`config.mk`:
```
export PLATFORM = sky130hd
export DESIGN_NAME = mem_stage_flat
export DESIGN_NICKNAME = d
export VERILOG_FILES = /design/src/rtl/mem_stage_pkg.sv /design/src/rtl/mem_stage_if.sv /design/src/rtl/mem_stage_load_ext.sv /design/src/rtl/mem_stage.sv /design/src/flat_wrapper.sv
export SDC_FILE = /design/constraint.sdc
export NUM_CORES = 1
export LEC_CHECK = 0
export ABC_AREA = 1
export CORE_ASPECT_RATIO = 0.7
export CORE_MARGIN = 8
export CORE_UTILIZATION = 41
export CTS_CLUSTER_DIAMETER = 150
export DETAILED_ROUTE_END_ITERATION = 8
export HOLD_SLACK_MARGIN = 0.05
export PLACE_DENSITY = 0.89
export SLEW_MARGIN = 20
export SYNTH_ARGS = -nofsm -noshare
export SYNTH_HDL_FRONTEND = slang
export SYNTH_SLANG_ARGS = --single-unit
```
`constraint.sdc`:
```
create_clock -name clk_in -period 2.05 [get_ports clk_in]
set_clock_uncertainty 0.2 [all_clocks]
set_input_delay 0.3075 -clock clk_in [delete_from_list [all_inputs] [get_ports clk_in]]
set_output_delay 0.3075 -clock clk_in [all_outputs]
set_load 0.01 [all_outputs]
```
`src/rtl/mem_stage_pkg.sv`:
```
// Shared types for the RV32I MEM stage: instruction short codes, access lengths and FSM states.
package mem_stage_pkg;

    localparam int REG_ADDR_W = 5;

    typedef enum logic [4:0] {
        INST_NOP = 5'd0,
        INST_ADD,
        INST_SUB,
        INST_AND,
        INST_OR,
        INST_XOR,
        INST_LB,
        INST_LH,
        INST_LW,
        INST_LBU,
        INST_LHU,
        INST_SB,
        INST_SH,
        INST_SW
    } inst_short_t;

    typedef enum logic [1:0] {
        LEN_BYTE = 2'd0,
        LEN_HALF = 2'd1,
        LEN_WORD = 2'd2
    } mem_len_t;

    typedef enum logic [1:0] {
        ST_IDLE,
        ST_BUSY,
        ST_DONE
    } mem_state_t;

    function automatic logic is_load(input inst_short_t inst);
        return inst inside {INST_LB, INST_LH, INST_LW, INST_LBU, INST_LHU};
    endfunction

    function automatic logic is_store(input inst_short_t inst);
        return inst inside {INST_SB, INST_SH, INST_SW};
    endfunction

    function automatic mem_len_t access_len(input inst_short_t inst);
        case (inst)
            INST_LB, INST_LBU, INST_SB: return LEN_BYTE;
            INST_LH, INST_LHU, INST_SH: return LEN_HALF;
            default:                    return LEN_WORD;
        endcase
    endfunction

endpackage

```
`src/rtl/mem_stage_if.sv`:
```
// Request/done bus between the MEM stage (master) and the memory controller (slave).
interface mem_stage_if #(
    parameter int ADDR_W = 32,
    parameter int DATA_W = 32
) ();
    logic              mem_req;
    logic              mem_we;
    logic [ADDR_W-1:0] mem_addr;
    logic [DATA_W-1:0] mem_wdata;
    logic [1:0]        mem_len;
    logic [DATA_W-1:0] mem_rdata;
    logic              mem_done;

    modport master (
        output mem_req, mem_we, mem_addr, mem_wdata, mem_len,
        input  mem_rdata, mem_done
    );

    modport slave (
        input  mem_req, mem_we, mem_addr, mem_wdata, mem_len,
        output mem_rdata, mem_done
    );
endinterface

```
`src/rtl/mem_stage_load_ext.sv`:
```
// Sign/zero extension of raw load data (bytes packed at LSB) according to the load type.
module load_ext
    import mem_stage_pkg::*;
#(
    parameter int DATA_W = 32
) (
    input  inst_short_t       inst,
    input  logic [DATA_W-1:0] raw,
    output logic [DATA_W-1:0] ext
);
    always_comb begin
        case (inst)
            INST_LB:  ext = {{(DATA_W-8){raw[7]}}, raw[7:0]};
            INST_LBU: ext = {{(DATA_W-8){1'b0}}, raw[7:0]};
            INST_LH:  ext = {{(DATA_W-16){raw[15]}}, raw[15:0]};
            INST_LHU: ext = {{(DATA_W-16){1'b0}}, raw[15:0]};
            default:  ext = raw;
        endcase
    end
endmodule

```
`src/rtl/mem_stage.sv`:
```
// MEM stage of the 5-stage RV32I pipeline: loads/stores over a req/done bus, stall while busy.
// Optional macro MEM_FWD_EN adds fwd_valid/fwd_rd_address/fwd_rd_data bypass outputs toward id.
module mem_stage
    import mem_stage_pkg::*;
#(
    parameter int ADDR_W = 32,
    parameter int DATA_W = 32
) (
    input  logic                  clk_in,
    input  logic                  rst_in,
    input  logic                  rdy_in,
    input  logic                  hold_in,
    input  logic [REG_ADDR_W-1:0] rd_address_in,
    input  logic [DATA_W-1:0]     rd_data_in,
    input  inst_short_t           inst_in,
    input  logic [ADDR_W-1:0]     mem_address_in,
    mem_stage_if.master           mem,
    output logic                  stall_req,
    output logic [REG_ADDR_W-1:0] rd_address,
    output logic [DATA_W-1:0]     rd_data,
    output logic                  rd_enable
`ifdef MEM_FWD_EN
    ,
    output logic                  fwd_valid,
    output logic [REG_ADDR_W-1:0] fwd_rd_address,
    output logic [DATA_W-1:0]     fwd_rd_data
`endif
);

    mem_state_t        state_q, state_d;
    logic              mem_req_q, mem_req_d;
    logic              mem_we_q, mem_we_d;
    logic [ADDR_W-1:0] mem_addr_q, mem_addr_d;
    logic [DATA_W-1:0] mem_wdata_q, mem_wdata_d;
    mem_len_t          mem_len_q, mem_len_d;
    inst_short_t       inst_q, inst_d;
    logic [DATA_W-1:0] load_data_q, load_data_d;
    logic [DATA_W-1:0] ext_data;

    // Extension uses the instruction captured at issue, independent of what ex_mem shows later.
    load_ext #(.DATA_W(DATA_W)) u_load_ext (
        .inst (inst_q),
        .raw  (mem.mem_rdata),
        .ext  (ext_data)
    );

    always_comb begin
        // NOTE: every _d takes its _q value first so no path through the case infers a latch.
        state_d     = state_q;
        mem_req_d   = mem_req_q;
        mem_we_d    = mem_we_q;
        mem_addr_d  = mem_addr_q;
        mem_wdata_d = mem_wdata_q;
        mem_len_d   = mem_len_q;
        inst_d      = inst_q;
        load_data_d = load_data_q;
        if (rdy_in) begin
            case (state_q)
                ST_IDLE: begin
                    if (is_load(inst_in) || is_store(inst_in)) begin
                        mem_req_d   = 1'b1;
                        mem_we_d    = is_store(inst_in);
                        mem_addr_d  = mem_address_in;
                        mem_wdata_d = rd_data_in;
                        mem_len_d   = access_len(inst_in);
                        inst_d      = inst_in;
                        state_d     = ST_BUSY;
                    end
                end
                ST_BUSY: begin
                    if (mem.mem_done) begin
                        mem_req_d   = 1'b0;
                        load_data_d = ext_data;
                        state_d     = ST_DONE;
                    end
                end
                ST_DONE: begin
                    if (!hold_in) state_d = ST_IDLE;
                end
                default: state_d = ST_IDLE;
            endcase
        end
    end

    always_ff @(posedge clk_in) begin
        // NOTE: non-blocking assignments so every flop updates from the same pre-edge values.
        if (rst_in) begin
            state_q     <= ST_IDLE;
            mem_req_q   <= 1'b0;
            mem_we_q    <= 1'b0;
            mem_addr_q  <= '0;
            mem_wdata_q <= '0;
            mem_len_q   <= LEN_BYTE;
            inst_q      <= INST_NOP;
            load_data_q <= '0;
        end else begin
            state_q     <= state_d;
            mem_req_q   <= mem_req_d;
            mem_we_q    <= mem_we_d;
            mem_addr_q  <= mem_addr_d;
            mem_wdata_q <= mem_wdata_d;
            mem_len_q   <= mem_len_d;
            inst_q      <= inst_d;
            load_data_q <= load_data_d;
        end
    end

    assign mem.mem_req   = mem_req_q;
    assign mem.mem_we    = mem_we_q;
    assign mem.mem_addr  = mem_addr_q;
    assign mem.mem_wdata = mem_wdata_q;
    assign mem.mem_len   = mem_len_q;

    // Writeback view: passthrough in IDLE, stall until the access finishes, load result in DONE.
    always_comb begin
        stall_req  = 1'b0;
        rd_enable  = 1'b0;
        rd_address = rd_address_in;
        rd_data    = rd_data_in;
        case (state_q)
            ST_IDLE: begin
                if (is_load(inst_in) || is_store(inst_in)) begin
                    stall_req = 1'b1;
                end else if (inst_in == INST_NOP) begin
                    rd_address = '0;
                    rd_data    = '0;
                end else begin
                    rd_enable = (rd_address_in != '0);
                end
            end
            ST_BUSY: stall_req = 1'b1;
            ST_DONE: begin
                if (!mem_we_q) begin
                    rd_data   = load_data_q;
                    rd_enable = (rd_address_in != '0);
                end
            end
            default: stall_req = 1'b0;
        endcase
    end

`ifdef MEM_FWD_EN
    assign fwd_valid      = rd_enable && !stall_req;
    assign fwd_rd_address = rd_address;
    assign fwd_rd_data    = rd_data;
`endif

endmodule

```
`src/flat_wrapper.sv`:
```
// flat-port wrapper written by rule: the top's interface ports become plain ports
module mem_stage_flat import mem_stage_pkg::*;
#(
    parameter int ADDR_W = 32,
    parameter int DATA_W = 32
)
  (clk_in, rst_in, rdy_in, hold_in, rd_address_in, rd_data_in, inst_in, mem_address_in, stall_req, rd_address, rd_data, rd_enable, mem_mem_req, mem_mem_we, mem_mem_addr, mem_mem_wdata, mem_mem_len, mem_mem_rdata, mem_mem_done);
  mem_stage_if #(.ADDR_W(ADDR_W), .DATA_W(DATA_W)) mem_i ();
  input  logic clk_in;
  input  logic rst_in;
  input  logic rdy_in;
  input  logic hold_in;
  input  logic [REG_ADDR_W-1:0] rd_address_in;
  input  logic [DATA_W-1:0] rd_data_in;
  input  inst_short_t inst_in;
  input  logic [ADDR_W-1:0] mem_address_in;
  output logic stall_req;
  output logic [REG_ADDR_W-1:0] rd_address;
  output logic [DATA_W-1:0] rd_data;
  output logic rd_enable;
  output wire logic [$bits(mem_i.mem_req)-1:0] mem_mem_req;
  output wire logic [$bits(mem_i.mem_we)-1:0] mem_mem_we;
  output wire logic [$bits(mem_i.mem_addr)-1:0] mem_mem_addr;
  output wire logic [$bits(mem_i.mem_wdata)-1:0] mem_mem_wdata;
  output wire logic [$bits(mem_i.mem_len)-1:0] mem_mem_len;
  input wire logic [$bits(mem_i.mem_rdata)-1:0] mem_mem_rdata;
  input wire logic [$bits(mem_i.mem_done)-1:0] mem_mem_done;
  assign mem_mem_req = mem_i.mem_req;
  assign mem_mem_we = mem_i.mem_we;
  assign mem_mem_addr = mem_i.mem_addr;
  assign mem_mem_wdata = mem_i.mem_wdata;
  assign mem_mem_len = mem_i.mem_len;
  assign mem_i.mem_rdata = mem_mem_rdata;
  assign mem_i.mem_done = mem_mem_done;
  mem_stage #(.ADDR_W(ADDR_W), .DATA_W(DATA_W)) u_core (.clk_in(clk_in), .rst_in(rst_in), .rdy_in(rdy_in), .hold_in(hold_in), .rd_address_in(rd_address_in), .rd_data_in(rd_data_in), .inst_in(inst_in), .mem_address_in(mem_address_in), .mem(mem_i), .stall_req(stall_req), .rd_address(rd_address), .rd_data(rd_data), .rd_enable(rd_enable));
endmodule
```
==> flow_metrics.tcl, run 1 <==
set metrics [dict create \
    status "complete, but fails checks" \
    violations "negative setup slack" \
    required_ns 1.54 \
    pre_cts_slack_ns -0.7264 \
    core_um2 10890 \
    path_cells "inv_4, buf_6, a21oi_4, buf_6, buf_12, buf_12, o22ai_2, buf_2" \
    cts-root-buf "clkbuf_16" \
    layout_common_cells "clkdlybuf4s50_1 (172), nor2_1 (122), dfxtp_1 (104), o21ai_0 (56)" \
    path_class "reg -> out" \
    slowest_delay_ns 0.37 \
    clk_pin_slew_worst_paths_ns 0.07 \
    worstPathMaxFanout 5 \
    slew_headroom 0.7867 \
    setup_viol 19 \
    finalCriticalPeriod_ns 2.139 \
    grt_pass1_vias 5339 \
    dp.cells 997 \
    postPlaceCellArea_um2 7172 \
    power_leakage_nw 3.344 \
    slew_viol_final 0 \
    clk-insertion-delay-late_ns 0.34 \
    place_congestion 0.8581 \
    start_util 0.4162 \
    ir_drop_uv 393.6 \
    critPathArrivalTime_ns 1.63 \
    port_buffers 217 \
    drt_iter0_drc 352 \
    grt_use_total 0.2341 \
    ios 218 \
    rows 32 \
    ant_nets 0 \
    drive_gt1_frac 0.2643 \
    layout_commonest_cell "clkdlybuf4s50_1" \
    fmax_mhz 467.6 \
    seq_area_frac_synth 0.4725 \
    netlist_instances 615 \
    cts_max_path_buffers 2 \
    start_kind "flop" \
    yosysUniqueCellTypes 28 \
    hold_violations 0 \
    rsz0062_at_grt "true" \
    cpLargestDelayFamily "buffers and inverters" \
    drt_wl_total_um 19000 \
    die_h_um 104.0 \
    path_buf_inv 6 \
    grt_pass1_wl_um 27850 \
    avgRoutedWirePerCell_um 18.23 \
    syn_area_um2 4533 \
    fin_crit_sh 1.043 \
    numCtsBuffers 9 \
    worst_slew_pin_slew_ns 0.3167 \
    dpl.hpwl_um 12390 \
    power_mw 5.327 \
    timing.final.ws_setup_ns -0.08871 \
    grt_max_degree 54 \
    area_growth_pct 75.93 \
    cts_sinks 107 \
    drcViolationCount 0 \
    cts_tree "built" \
    htree_levels 3 \
    diodes 0 \
    reg2regPathDepth 11 \
    die-area_um2 14730 \
    grt-ovfl-total 0 \
    routed_via_density 5.160 \
    die_w_um 141.7 \
    ys_seq_elements 107 \
    antenna_found_initial 0 \
    hold_buffers 0 \
    hold_depth 3 \
    fill_cells 821 \
    vias 5377 \
    nNetsFinal 995 \
    first_pass_iters 5 \
    yosysWarnings 0 \
    critPathSlowestCell "dfxtp_2" \
    final_area_um2 7975 \
    synth_nets 726 \
    maxCapViolCount 0 \
    worstSetupPathDepth 8 \
    end_kind "output port" \
    stdcell_count 1042 \
    min_path_type "in -> reg" \
    power_density_nw_per_um2 667.9 \
    syn_area_per_cell_um2 7.371 \
]
-- cell usage after synthesis, drive strengths merged --
cell	instances	area [um^2]
nor2	127	491.7
o21ai	124	643.1
dfxtp	107	2142
a21oi	84	473.0
nand2	66	252.7
inv	48	180.2
buf	22	156.4
clkbuf	16	60.06
nand3	9	55.05
o21a	4	30.03
nor3	2	10.01
a31oi	1	6.260
clkinv	1	3.750
nand4	1	6.260
o211ai	1	7.510
o221ai	1	8.760
o22ai	1	6.260
-- layer usage --
layer / global-route usage / wire length (um)
met5: 0 / 0
met4: 0.06341 / 380
met3: 0.08116 / 2050
met2: 0.3960 / 8950
met1: 0.2752 / 7613
-- per-stage QoR --
| stage | util | hold WS (ns) | TNS, ns |
|---|---|---|---|
| floorplan | - | 0.1699 | 0 |
| global placement | 0.6585 | 0.2459 | -52.38 |
| detailed placement | 0.6585 | 0.2401 | -58.19 |
| CTS | 0.7071 | 0.2213 | -0.9569 |
| global route | 0.7323 | 0.2001 | -2.560 |
| finish | 0.7323 | 0.1967 | -1.282 |
-- cell type report --
type,count,area [um^2],area share
Sequential cell,107,2146,0.2691
Clock buffer,11,242.7,0.03044
Inverter,49,206.4,0.02589
Tap cell,153,191.4,0.02400
Multi-Input combinational cell,421,2258,0.2832
Clock inverter,5,83.83,0.01051
Timing Repair Buffer,296,2846,0.3569
-- worst register-to-register path: cells and delay by family, from the launching register on --
kind                   cells  cell delay (ns)
flip-flops                 1             0.35
buffers and inverters      6             0.68
AND/OR/NAND/NOR            3             0.25
AO/OA/AOI/OAI              2             0.40
-- state kept, by name, indices dropped and copies added (netlist names) --
name	count
u_core.mem.mem_req	1
u_core.mem.mem_len	2
u_core.mem.mem_we	1
u_core.state_q	2
u_core.inst_q	5
u_core.mem.mem_addr	32
u_core.load_data_q	32
u_core.mem.mem_wdata	32
-- cells by family after synthesis --
logic type      after synthesis  synth area share
compound gates              216            0.2592
simple gates                205            0.1800
flops                       107            0.4725
buf+inv                      87           0.08833
-- repair_timing --
action | 4_1_cts | 5_1_grt
cloned | 3 | 4
endpoints found under the setup margin | 110 | 101
gates resized for setup | 233 | 74
pin swaps | 5 | 8
buffers inserted | 23 | 4
-- final timing paths --
kind	slack (ns)	end	from
max	-0.09	rd_data[7]	u_core.state_q[1]$_SDFFE_PP0P_
min reg2reg	0.26	u_core.inst_q[4]$_SDFFE_PP0P_	u_core.inst_q[4]$_SDFFE_PP0P_
max reg2reg	0.06	u_core.load_data_q[13]$_SDFFE_PP0P_	u_core.state_q[0]$_SDFFE_PP0P_
min	0.20	u_core.inst_q[3]$_SDFFE_PP0P_	inst_in[3]
-- power by group --
group	internal (mW)	switching, mW	total, mW
sequential	2.20	0.0684	2.27
clock	1.11	0.765	1.87
combinational	0.640	0.546	1.19
Power figures use the tool's default switching activity.
==> run 2: changes to the inputs <==
- CELL_PAD_IN_SITES_DETAIL_PLACEMENT: unset -> 1
- CELL_PAD_IN_SITES_GLOBAL_PLACEMENT: unset -> 1
- CORE_UTILIZATION: 41 -> 28
- PLACE_DENSITY: 0.89 -> 0.88
==> flow_metrics.tcl, run 2 (same netlist as run 1, synthesis figures left out) <==
set metrics [dict create \
    grt_pass1_wl_um 30250 \
    slowest_delay_ns 0.34 \
    place_congestion 0.8100 \
    critPathSlowestCell "dfxtp_2" \
    stdcell_count 1081 \
    cpMostUsedCell "a21oi_1" \
    antenna_found_initial 0 \
    postPlaceCellArea_um2 7214 \
    cts_sinks 107 \
    rows 39 \
    worstPathMaxFanout 5 \
    diodes 0 \
    end_kind "output port" \
    power_leakage_nw 3.161 \
    holdWs_ns 0.2250 \
    grt-ovfl-total 0 \
    slew_headroom 0.7680 \
    tns_ns -4.212 \
    finalCriticalPeriod_ns 2.214 \
    grt_use_total 0.1866 \
    critPathArrivalTime_ns 1.71 \
    die_h_um 122.5 \
    clk-insertion-delay-late_ns 0.35 \
    required_ns 1.54 \
    dp.cells 1045 \
    layout_common_cells "clkdlybuf4s50_1 (173), nor2_1 (121), dfxtp_1 (105), a21oi_1 (62), nand2_1 (61)" \
    grt_pass1_vias 5427 \
    numCtsBuffers 9 \
    port_buffers 217 \
    setup_viol 33 \
    drt_iter0_drc 186 \
    worst_slew_pin_slew_ns 0.3443 \
    min_path_type "in -> reg" \
    area_growth_pct 71.32 \
    dpl.hpwl_um 14270 \
    cts_max_path_buffers 2 \
    maxCapViolCount 0 \
    grt_max_degree 60 \
    drcViolationCount 0 \
    power_mw 5.117 \
    fin_crit_sh 1.080 \
    nNetsFinal 983 \
    die-area_um2 20580 \
    routed_via_density 4.752 \
    hold_violations 0 \
    rsz0062_at_grt "true" \
    violations "negative setup slack" \
    start_util 0.2815 \
    ir_drop_uv 389.2 \
    final_area_um2 7766 \
    fmax_mhz 451.7 \
    ant_nets 0 \
    power_density_nw_per_um2 658.9 \
    core_um2 16100 \
    pre_cts_slack_ns -0.7149 \
    path_class "reg -> out" \
    avgRoutedWirePerCell_um 18.57 \
    htree_levels 3 \
    layout_commonest_cell "clkdlybuf4s50_1" \
    cts-root-buf "clkbuf_16" \
    clk_pin_slew_worst_paths_ns 0.07 \
    die_w_um 168.1 \
    ios 218 \
    status "complete, but fails checks" \
    drt_wl_total_um 20070 \
    first_pass_iters 4 \
    fin_util 0.4823 \
    start_kind "flop" \
    slew_viol_final 0 \
    path_cells "inv_2, nor2_2, nand2_2, inv_4, bufbuf_16, a21oi_1, a21oi_1, buf_2" \
    timing.final.ws_setup_ns -0.1636 \
    vias 5137 \
    cts_tree "built" \
    drive_gt1_frac 0.2237 \
]
[run 2: layout make-up]
type	instances	area, um^2
inverters	49	191.4
multi-input cells	421	2133
flip-flops and latches	107	2145
well taps	205	256.5
clock buffers	10	239.0
clock inverters	5	43.79
fillers	1960	8337
repair buffers	284	2758
[run 2: worst max-delay path: cells and delay by family (launching register included)]
| family | cells | cell delay (ns) |
|---|---|---|
| flops | 1 | 0.34 |
| buf+inv | 4 | 0.58 |
| compound gates | 2 | 0.18 |
| simple gates | 2 | 0.25 |
[run 2: final timing paths]
kind                                        from                                    end  slack, ns  cells past startpoint
setup / recovery  u_core.state_q[1]$_SDFFE_PP0P_                            rd_data[18]      -0.16                      8
hold reg to reg    u_core.inst_q[4]$_SDFFE_PP0P_          u_core.inst_q[4]$_SDFFE_PP0P_       0.28                      2
setup reg to reg  u_core.state_q[0]$_SDFFE_PP0P_  u_core.mem.mem_wdata[28]$_SDFFE_PP0P_       0.10                     11
hold / removal                        inst_in[1]          u_core.inst_q[1]$_SDFFE_PP0P_       0.22                      4
[run 2: what timing repair did]
item,CTS,global route
pin swaps,6,10
hold buffers,0,0
buffers inserted,17,2
cloned,2,3
endpoints found under the setup margin,39,94
resized for setup,226,36
endpoints found under the hold margin,0,0
[run 2: per-layer routing]
| metal | vias up | track usage | wire, um |
|---|---|---|---|
| met5 | - | 0 | 0 |
| met4 | 0 | 0.04225 | 192 |
| met3 | 14 | 0.06716 | 1377 |
| met2 | 146 | 0.3011 | 9164 |
| met1 | 2444 | 0.2368 | 9339 |
| li1 | 2533 | - | - |
[run 2: report_power, final]
part	leakage [nW]	internal, mW	switching (mW)
Sequential	0.872	2.20	0.0659
Clock	0.140	0.870	0.842
Combinational	2.15	0.613	0.529
==> run 3: changes to the inputs <==
- SLEW_MARGIN: 20 -> 30
==> results of run 3 <==
The final DEF is identical to that of run 2; final timing and power are the same.
